## config.mk

```make
export PLATFORM = sky130hd
export DESIGN_NAME = tlc_phase_scheduler
export DESIGN_NICKNAME = d
export VERILOG_FILES = /design/src/rtl/tlc_phase_scheduler.sv
export SDC_FILE = /design/constraint.sdc
export NUM_CORES = 1
export LEC_CHECK = 0
export CORE_UTILIZATION = 35
export CTS_CLUSTER_DIAMETER = 120
export DETAILED_ROUTE_END_ITERATION = 6
export PLACE_DENSITY = 0.65
export SLEW_MARGIN = 0
export SYNTH_ARGS = -nofsm -noshare
export SYNTH_HDL_FRONTEND = slang
export SYNTH_SLANG_ARGS = --single-unit
```

## constraint.sdc

```tcl
create_clock -name clk -period 1.6 [get_ports clk]
set_input_delay 0.4 -clock clk [delete_from_list [all_inputs] [get_ports clk]]
set_output_delay 0.4 -clock clk [all_outputs]
set_load 0.03 [all_outputs]
```

## src/rtl/tlc_phase_scheduler.sv

```systemverilog
// Highway/farm-way signal phase sequencer; optional blinking-yellow override under TLC_FLASH_MODE_EN.
// Latency: state, timer and light codes update one clock after a qualifying tick (flash/reset: next clock).
// Backpressure: none; requests are sampled on tick cycles, and only the pedestrian pulse is latched.
module tlc_phase_scheduler #(
  parameter int CNT_W    = 4,
  parameter int T_HG_MIN = 8,
  parameter int T_Y      = 3,
  parameter int T_AR     = 1,
  parameter int T_FG_MIN = 3,
  parameter int T_FG_MAX = 6
) (
  input  logic       clk,
  input  logic       reset,
  input  logic       tick,
  input  logic       car_req,
  input  logic       ped_req,
`ifdef TLC_FLASH_MODE_EN
  input  logic       flash,
`endif
  output logic [1:0] hwy,
  output logic [1:0] fwy,
  output logic       walk,
  output logic [2:0] phase,
  output logic       ped_pending
);

  typedef enum logic [2:0] {
    HG    = 3'd0,
    HY    = 3'd1,
    AR1   = 3'd2,
    FG    = 3'd3,
    FY    = 3'd4,
    AR2   = 3'd5,
    FLASH = 3'd6
  } state_t;

  localparam logic [CNT_W-1:0] HG_LD     = CNT_W'(T_HG_MIN - 1);
  localparam logic [CNT_W-1:0] Y_LD      = CNT_W'(T_Y - 1);
  localparam logic [CNT_W-1:0] AR_LD     = CNT_W'(T_AR - 1);
  localparam logic [CNT_W-1:0] FG_MIN_LD = CNT_W'(T_FG_MIN - 1);
  localparam logic [CNT_W-1:0] FG_MAX_LD = CNT_W'(T_FG_MAX - 1);

  state_t           state, state_nxt;
  logic [CNT_W-1:0] timer, timer_nxt;
  logic             ped_nxt;
  logic [1:0]       hwy_nxt, fwy_nxt;
  logic             walk_nxt;
`ifdef TLC_FLASH_MODE_EN
  logic             blink, blink_nxt;
`endif

  always_comb begin
    state_nxt = state;
    timer_nxt = timer;
`ifdef TLC_FLASH_MODE_EN
    blink_nxt = blink;
`endif
    case (state)
      HG: if (tick) begin
        if (timer != '0) timer_nxt = timer - CNT_W'(1);
        else if (car_req || ped_pending) begin
          state_nxt = HY;
          timer_nxt = Y_LD;
        end
      end
      HY: if (tick) begin
        if (timer != '0) timer_nxt = timer - CNT_W'(1);
        else begin
          state_nxt = AR1;
          timer_nxt = AR_LD;
        end
      end
      AR1: if (tick) begin
        if (timer != '0) timer_nxt = timer - CNT_W'(1);
        else begin
          state_nxt = FG;
          timer_nxt = '0;
        end
      end
      // Farm green counts up so the min/max limits compare directly against elapsed ticks.
      FG: if (tick) begin
        if ((timer >= FG_MIN_LD && !car_req) || timer == FG_MAX_LD) begin
          state_nxt = FY;
          timer_nxt = Y_LD;
        end else begin
          timer_nxt = timer + CNT_W'(1);
        end
      end
      FY: if (tick) begin
        if (timer != '0) timer_nxt = timer - CNT_W'(1);
        else begin
          state_nxt = AR2;
          timer_nxt = AR_LD;
        end
      end
      AR2: if (tick) begin
        if (timer != '0) timer_nxt = timer - CNT_W'(1);
        else begin
          state_nxt = HG;
          timer_nxt = HG_LD;
        end
      end
`ifdef TLC_FLASH_MODE_EN
      FLASH: if (tick) blink_nxt = ~blink;
`endif
      default: begin
        state_nxt = AR2;
        timer_nxt = AR_LD;
      end
    endcase
`ifdef TLC_FLASH_MODE_EN
    if (flash) begin
      state_nxt = FLASH;
      if (state != FLASH) blink_nxt = 1'b0;
    end else if (state == FLASH) begin
      state_nxt = AR1;
      timer_nxt = AR_LD;
    end
`endif

    // Entering FG services the request, and that clear beats a same-cycle press.
    ped_nxt = ped_pending | ped_req;
    if (state_nxt == FG && state != FG) ped_nxt = 1'b0;
`ifdef TLC_FLASH_MODE_EN
    if (state == FLASH) ped_nxt = ped_pending;
`endif

    hwy_nxt  = 2'b10;
    fwy_nxt  = 2'b10;
    walk_nxt = 1'b0;
    case (state_nxt)
      HG: hwy_nxt = 2'b00;
      HY: hwy_nxt = 2'b01;
      FG: begin
        fwy_nxt  = 2'b00;
        walk_nxt = 1'b1;
      end
      FY: fwy_nxt = 2'b01;
`ifdef TLC_FLASH_MODE_EN
      FLASH: begin
        hwy_nxt = blink_nxt ? 2'b11 : 2'b01;
        fwy_nxt = blink_nxt ? 2'b11 : 2'b01;
      end
`endif
      default: ;
    endcase
  end

  always_ff @(posedge clk) begin
    if (reset) begin
      state       <= HG;
      timer       <= HG_LD;
      ped_pending <= 1'b0;
      hwy         <= 2'b00;
      fwy         <= 2'b10;
      walk        <= 1'b0;
`ifdef TLC_FLASH_MODE_EN
      blink       <= 1'b0;
`endif
    end else begin
      state       <= state_nxt;
      timer       <= timer_nxt;
      ped_pending <= ped_nxt;
      hwy         <= hwy_nxt;
      fwy         <= fwy_nxt;
      walk        <= walk_nxt;
`ifdef TLC_FLASH_MODE_EN
      blink       <= blink_nxt;
`endif
    end
  end

  assign phase = state;

endmodule
```

== Yosys cells after proc, flatten, opt, wreduce, memory -nomap -nowiden ==
Cells that the tools add are included.

* Bits in writable memories: 0
* Bits in read-only memories: 0
* Output and inout bits: 9
* Memories: 0
* Latch bits: 0
* Logic and storage cells: 63
* Register bits after elaboration: 13
* Bits of input ports: 5

* Multipliers: 0
* $add $sub $neg: 2
* Shifts and indexed selects: 0
* $lt $le $gt $ge: 1
* Mux-type cells: 27
* Div/mod/pow operators: 0
* Equal/unequal tests: 15
* Reduce and logical (&&, ||, !) cells: 11
* Bitwise gates (word level): 1

{| class="wikitable"
|+ Operators with widths
! operator !! number
|-
| $mux W3 || 13
|-
| $mux W4 || 9
|-
| $pmux W3 S6 || 1
|-
| $pmux W4 S4 || 1
|-
| $eq A3 B2 Y1 const B || 3
|-
| $eq A3 B3 Y1 const B || 3
|-
| $pmux W2 S2 || 2
|-
| $eq A3 B1 Y1 const B || 2
|-
| $logic_not A3 Y1 || 2
|-
| $ne A2 B2 Y1 const B || 3
|-
| $reduce_and A5 Y1 || 1
|-
| $add A4 B1 Y4 const B || 1
|-
| $eq A4 B3 Y1 const B || 1
|-
| $ge A4 B2 Y1 const B || 1
|-
| $reduce_bool A4 Y1 || 1
|-
| $sub A4 B1 Y4 const B || 1
|-
| $ne A3 B2 Y1 const B || 1
|-
| $ne A3 B3 Y1 const B || 1
|-
| $reduce_or A3 Y1 || 1
|-
| $logic_and A1 B1 Y1 || 2
|-
| $logic_or A1 B1 Y1 || 2
|-
| $ne A2 B1 Y1 const B || 1
|-
| $reduce_or A2 Y1 || 1
|-
| $logic_not A1 Y1 || 1
|-
| other kinds (2) || 2
|}

== Depth between registers and ports, before layout ==
* Depth in word-level cells: 9
* Gate-level depth with buffers: 6
* Depth with buffers taken out: 6

== Worst setup path after synthesis ==
No wires, ideal clock.

* Kind: register to register
* Start: register timer[0]
* End: register hwy[0]
* Setup slack: -0.102 ns
* Required time: 1.539 ns
* Period minus slack after synthesis: 1.702 ns
* Stages on the path, launching flop included: 7
* Data arrival time: 1.641 ns
* Setup time: 0.061 ns
* Path through: dfxtp_1 inv_1 ha_1 and4bb_4 mux2_1 o22ai_2 and4bb_1

* Cells in the longest elaborated chain, start to end: 8

{| class="wikitable"
|+ Ends and longest elaborated chain
! what !! RTL line !! text
|-
| start, declared || 44 || <nowiki>logic [CNT_W-1:0] timer, timer_nxt;</nowiki>
|-
| start signal, assigned || 162 || <nowiki>timer <= timer_nxt;</nowiki>
|-
| $ge A4 B2 Y1 || 82 || <nowiki>if ((timer >= FG_MIN_LD && !car_req) || timer == FG_MAX_LD) begin</nowiki>
|-
| $logic_and A1 B1 Y1 || 82 ||
|-
| $logic_or A1 B1 Y1 || 82 ||
|-
| $mux W3 || 82 ||
|-
| $mux W3 || 81 || <nowiki>FG: if (tick) begin</nowiki>
|-
| $pmux W3 S6 (*) || 58 || <nowiki>case (state)</nowiki>
|-
| $eq A3 B1 Y1 or $logic_not A3 Y1 (tied branches) || 131 || <nowiki>case (state_nxt)</nowiki>
|-
| $pmux W2 S2 (*) || 131 ||
|-
| end signal, assigned || 164 || <nowiki>hwy <= hwy_nxt;</nowiki>
|-
| end, declared || 20 || <nowiki>output logic [1:0] hwy,</nowiki>
|}

Every way passes the cells marked *; elsewhere a longest branch is shown, timed or not.
A chain may end at the register's enable or synchronous reset.

== Final worst setup path ==
* Start: register timer[0]
* End: register hwy[1]

Same word-level chain as after synthesis.

==> metrics.txt <==
RSZ-0062 raised after global routing=yes; pin count of the biggest net entering global routing=12; Final Max Slew Viols=0; cell area after synthesis=990 um2; R2R depth=6; cell family with most CP delay=compound AO/OA/AOI/OAI gates; fin crit period=1640 ps; Seq pwr share=approximately 47%; Crit Path Class=flip-flop to flip-flop; final setup margin=-35.8 ps; Max IR drop VDD=368 uV; H-tree levels=1; Area after DPL=0.00131 mm2; Remaining Overflow, GRT=0; Cells after Synth=112; first-pass GRT wire length=4020 um; post-synth top area share=26.3%; Post-synth EDFFs=0; final worst-path cycle share=102%; Post-synth top cells=13 x dfxtp_1, 9 x a21oi_1, 6 x nand2b_1, 6 x nor2b_1, 5 x nand2_1; fraction of registers with async set/reset=0%; crit path DAT=1810 ps; ant diodes=0; Routed Antenna Nets=0; FMAX=0.611 GHz; post-route cell area=between 0.001 and 0.0015 mm2; Vias per Instance=roughly 5.5; Worst Hold Class=flip-flop to flip-flop; Hold Fails Final Rpt=0; layout cell share with drive strength beyond 1=between 40 and 50%; max incr delay on CP=400 ps; port bufs=13; Min-Delay Path Depth=2; Initial Utilization=between 30% and 40%; Crit-path slowest cell=dfxtp_4; routed vias=1,000; root buf cell=clkbuf_4; static leakage=0.000573 uW; worst-margin pin slew=422 ps; status=complete, but fails checks; synth-to-layout area growth=50.2%; Worst setup EP type=flip-flop; CORE AREA=0.00257 mm2; Sw Share=29.2%; HPWL after DPL=between 1500 and 2000 um; die area=0.00304 mm2; clock insertion delay at the later pin of the skew report=280 ps; Max Root-Sink Buffers=2; all-layer global routing usage=18.8%; Synth area leaders=dfxtp_1 26%, ha_1 5.1%, a21oi_1 4.6%, nand2b_1 3.8%, nor2b_1 3.8%; cts hold-fix bufs=0; Worst Path Buf+Inv=1; Critical Path Source Type=flip-flop; die width=55.2 um; Max-slew headroom=71.7%; Reg-to-Reg Start=timer[0]; Comb power frac=23.0%; final setup violating endpoints=3; slack of the worst reg-to-reg path=-40 ps; Mapped Avg Cell Area=8.84 um2; Routed WL=2620 um; Reg-to-Reg End=hwy[1]; routed len/inst=14.5 um; num ports=14; CTS tree=done; min-delay src=ped_pending; die height=55.2 um; failing checks=setup timing; sw power=212 uW; Seq cells post-synth=13; number of distinct library cells after synthesis=48; setup TNS=-50.8 ps; Clk pwr share=29.6%; Seq/Total Area, Yosys=26.3%; critical path required time=1770 ps; Clock Skew=4.95 ps; placer congestion estimate=about 0.8; max cap viols=0; top-count cell post-synth=dfxtp_1; number of global-route vias before repair=approximately 950; NumNets Final=about 160; Starting DRT DRC Count=15; TritonRoute pass-1 iters=4; post-synth top area cell=dfxtp_1; Cell Pwr Density=489 mW/mm2; Hold Path End=ped_pending; initial antenna violation count=0; yosys warns=0; TritonCTS buffer count=3; drt drc=0; worst-path fanout max=4; worst-path cell chain=buf_6 > ha_4 > nand3b_1 > a211oi_4 > a2111oi_4 > or2_1; ys flop type=dfxtp_1; clock sink total=13; std cell rows=18; Clk pin slew, worst setup/hold paths=90 ps; cell internal pwr=515 uW; net count after synthesis=121
==> routing by layer <==
layer  GRT usage [%]  share of wire, %
met5               0                 0
met1            22.9                49
met3            5.46               3.6
met4            6.67               1.3
met2            31.1                47
==> repair_timing <==
action                                  4_1_cts  5_1_grt
buffers inserted                              2        1
resized for setup                            37        4
endpoints found under the hold margin         0        0
endpoints found under the setup margin       18       11
pin swaps                                    12       10
==> sequential cells by signal (all words and copies together), names as in the netlist <==
| signal | cells |
|---|---|
| walk | 1 |
| ped_pending | 1 |
| hwy | 2 |
| fwy | 2 |
| timer | 4 |
| phase | 3 |
==> cell families after synthesis <==
kind of cell	count (synthesis)	share of synthesized area, %
mux	3	3.16
fa+ha+maj	4	5.06
xor+xnor	3	2.66
flops	13	26.3
simple gates	47	31.4
compound gates	31	25.4
buf+inv	11	6.07
==> worst max-delay path by stage <==
stage	from	endpoint	slack (ps)	cells after the start
floorplan	timer[1]	hwy[0]	0.4	6
CTS	timer[0]	hwy[1]	-50	6
finish	timer[0]	hwy[1]	-40	6
global placement	car_req	timer[1]	-410	5
detailed placement	car_req	timer[1]	-420	5
global route	timer[0]	timer[1]	-100	7
==> cell type report <==
type                            instances  area, um2
Multi-Input combinational cell         88        787
Timing Repair Buffer                   42        342
Inverter                                4       22.5
Sequential cell                        13        272
Clock buffer                            4       26.3
Fill cell                             236       1080
Tap cell                               30       37.5
==> tightest hold or removal path, delay by kind of cell, from the launching register on <==
kind             cells  cell delay [ps]
flip-flops           1              360
AND/OR/NAND/NOR      1              120
AO/OA/AOI/OAI        1               50
==> per-stage QoR <==
step	instances	setup WS (ps)	power [uW]	util [%]	hold slack [ps]
2_1_floorplan	112	0.449	425	-	484
3_3_place_gp	175	-406	481	51.1	545
6_report	181	-35.8	727	57.9	578
5_1_grt	181	-95.5	764	57.9	590
4_1_cts	180	-54.8	723	57.1	571
3_5_place_dp	175	-418	484	51.1	554
==> cells in the final DEF (no fill, tap or decap), drive strengths merged, types with 2 or more instances in the layout <==
cell type,instances
nand3b,3
nor2b,6
inv,4
nor4,2
o31a,2
a311oi,2
a21oi,9
nor2,3
or3,2
buf,32
xor2,2
or2,2
clkdlybuf4s50,2
nor3,4
dlygate4sd2,8
and4bb,2
nand3,4
o21ai,3
nand2b,6
dfxtp,13
a211o,2
and2,2
nand2,5
a211oi,4
mux2i,2
clkbuf,4
ha,4
==> power by group through the flow <==
| stage | registers (uW) | clock network, uW | logic [uW] |
|---|---|---|---|
| 6_report | 344 | 215 | 167 |
| 5_1_grt | 345 | 237 | 182 |
| 4_1_cts | 343 | 217 | 163 |
| 3_5_place_dp | 349 | 0 | 135 |
| 3_3_place_gp | 349 | 0 | 132 |
| 2_1_floorplan | 351 | 0 | 73.8 |
Power figures use the tool's default switching activity.
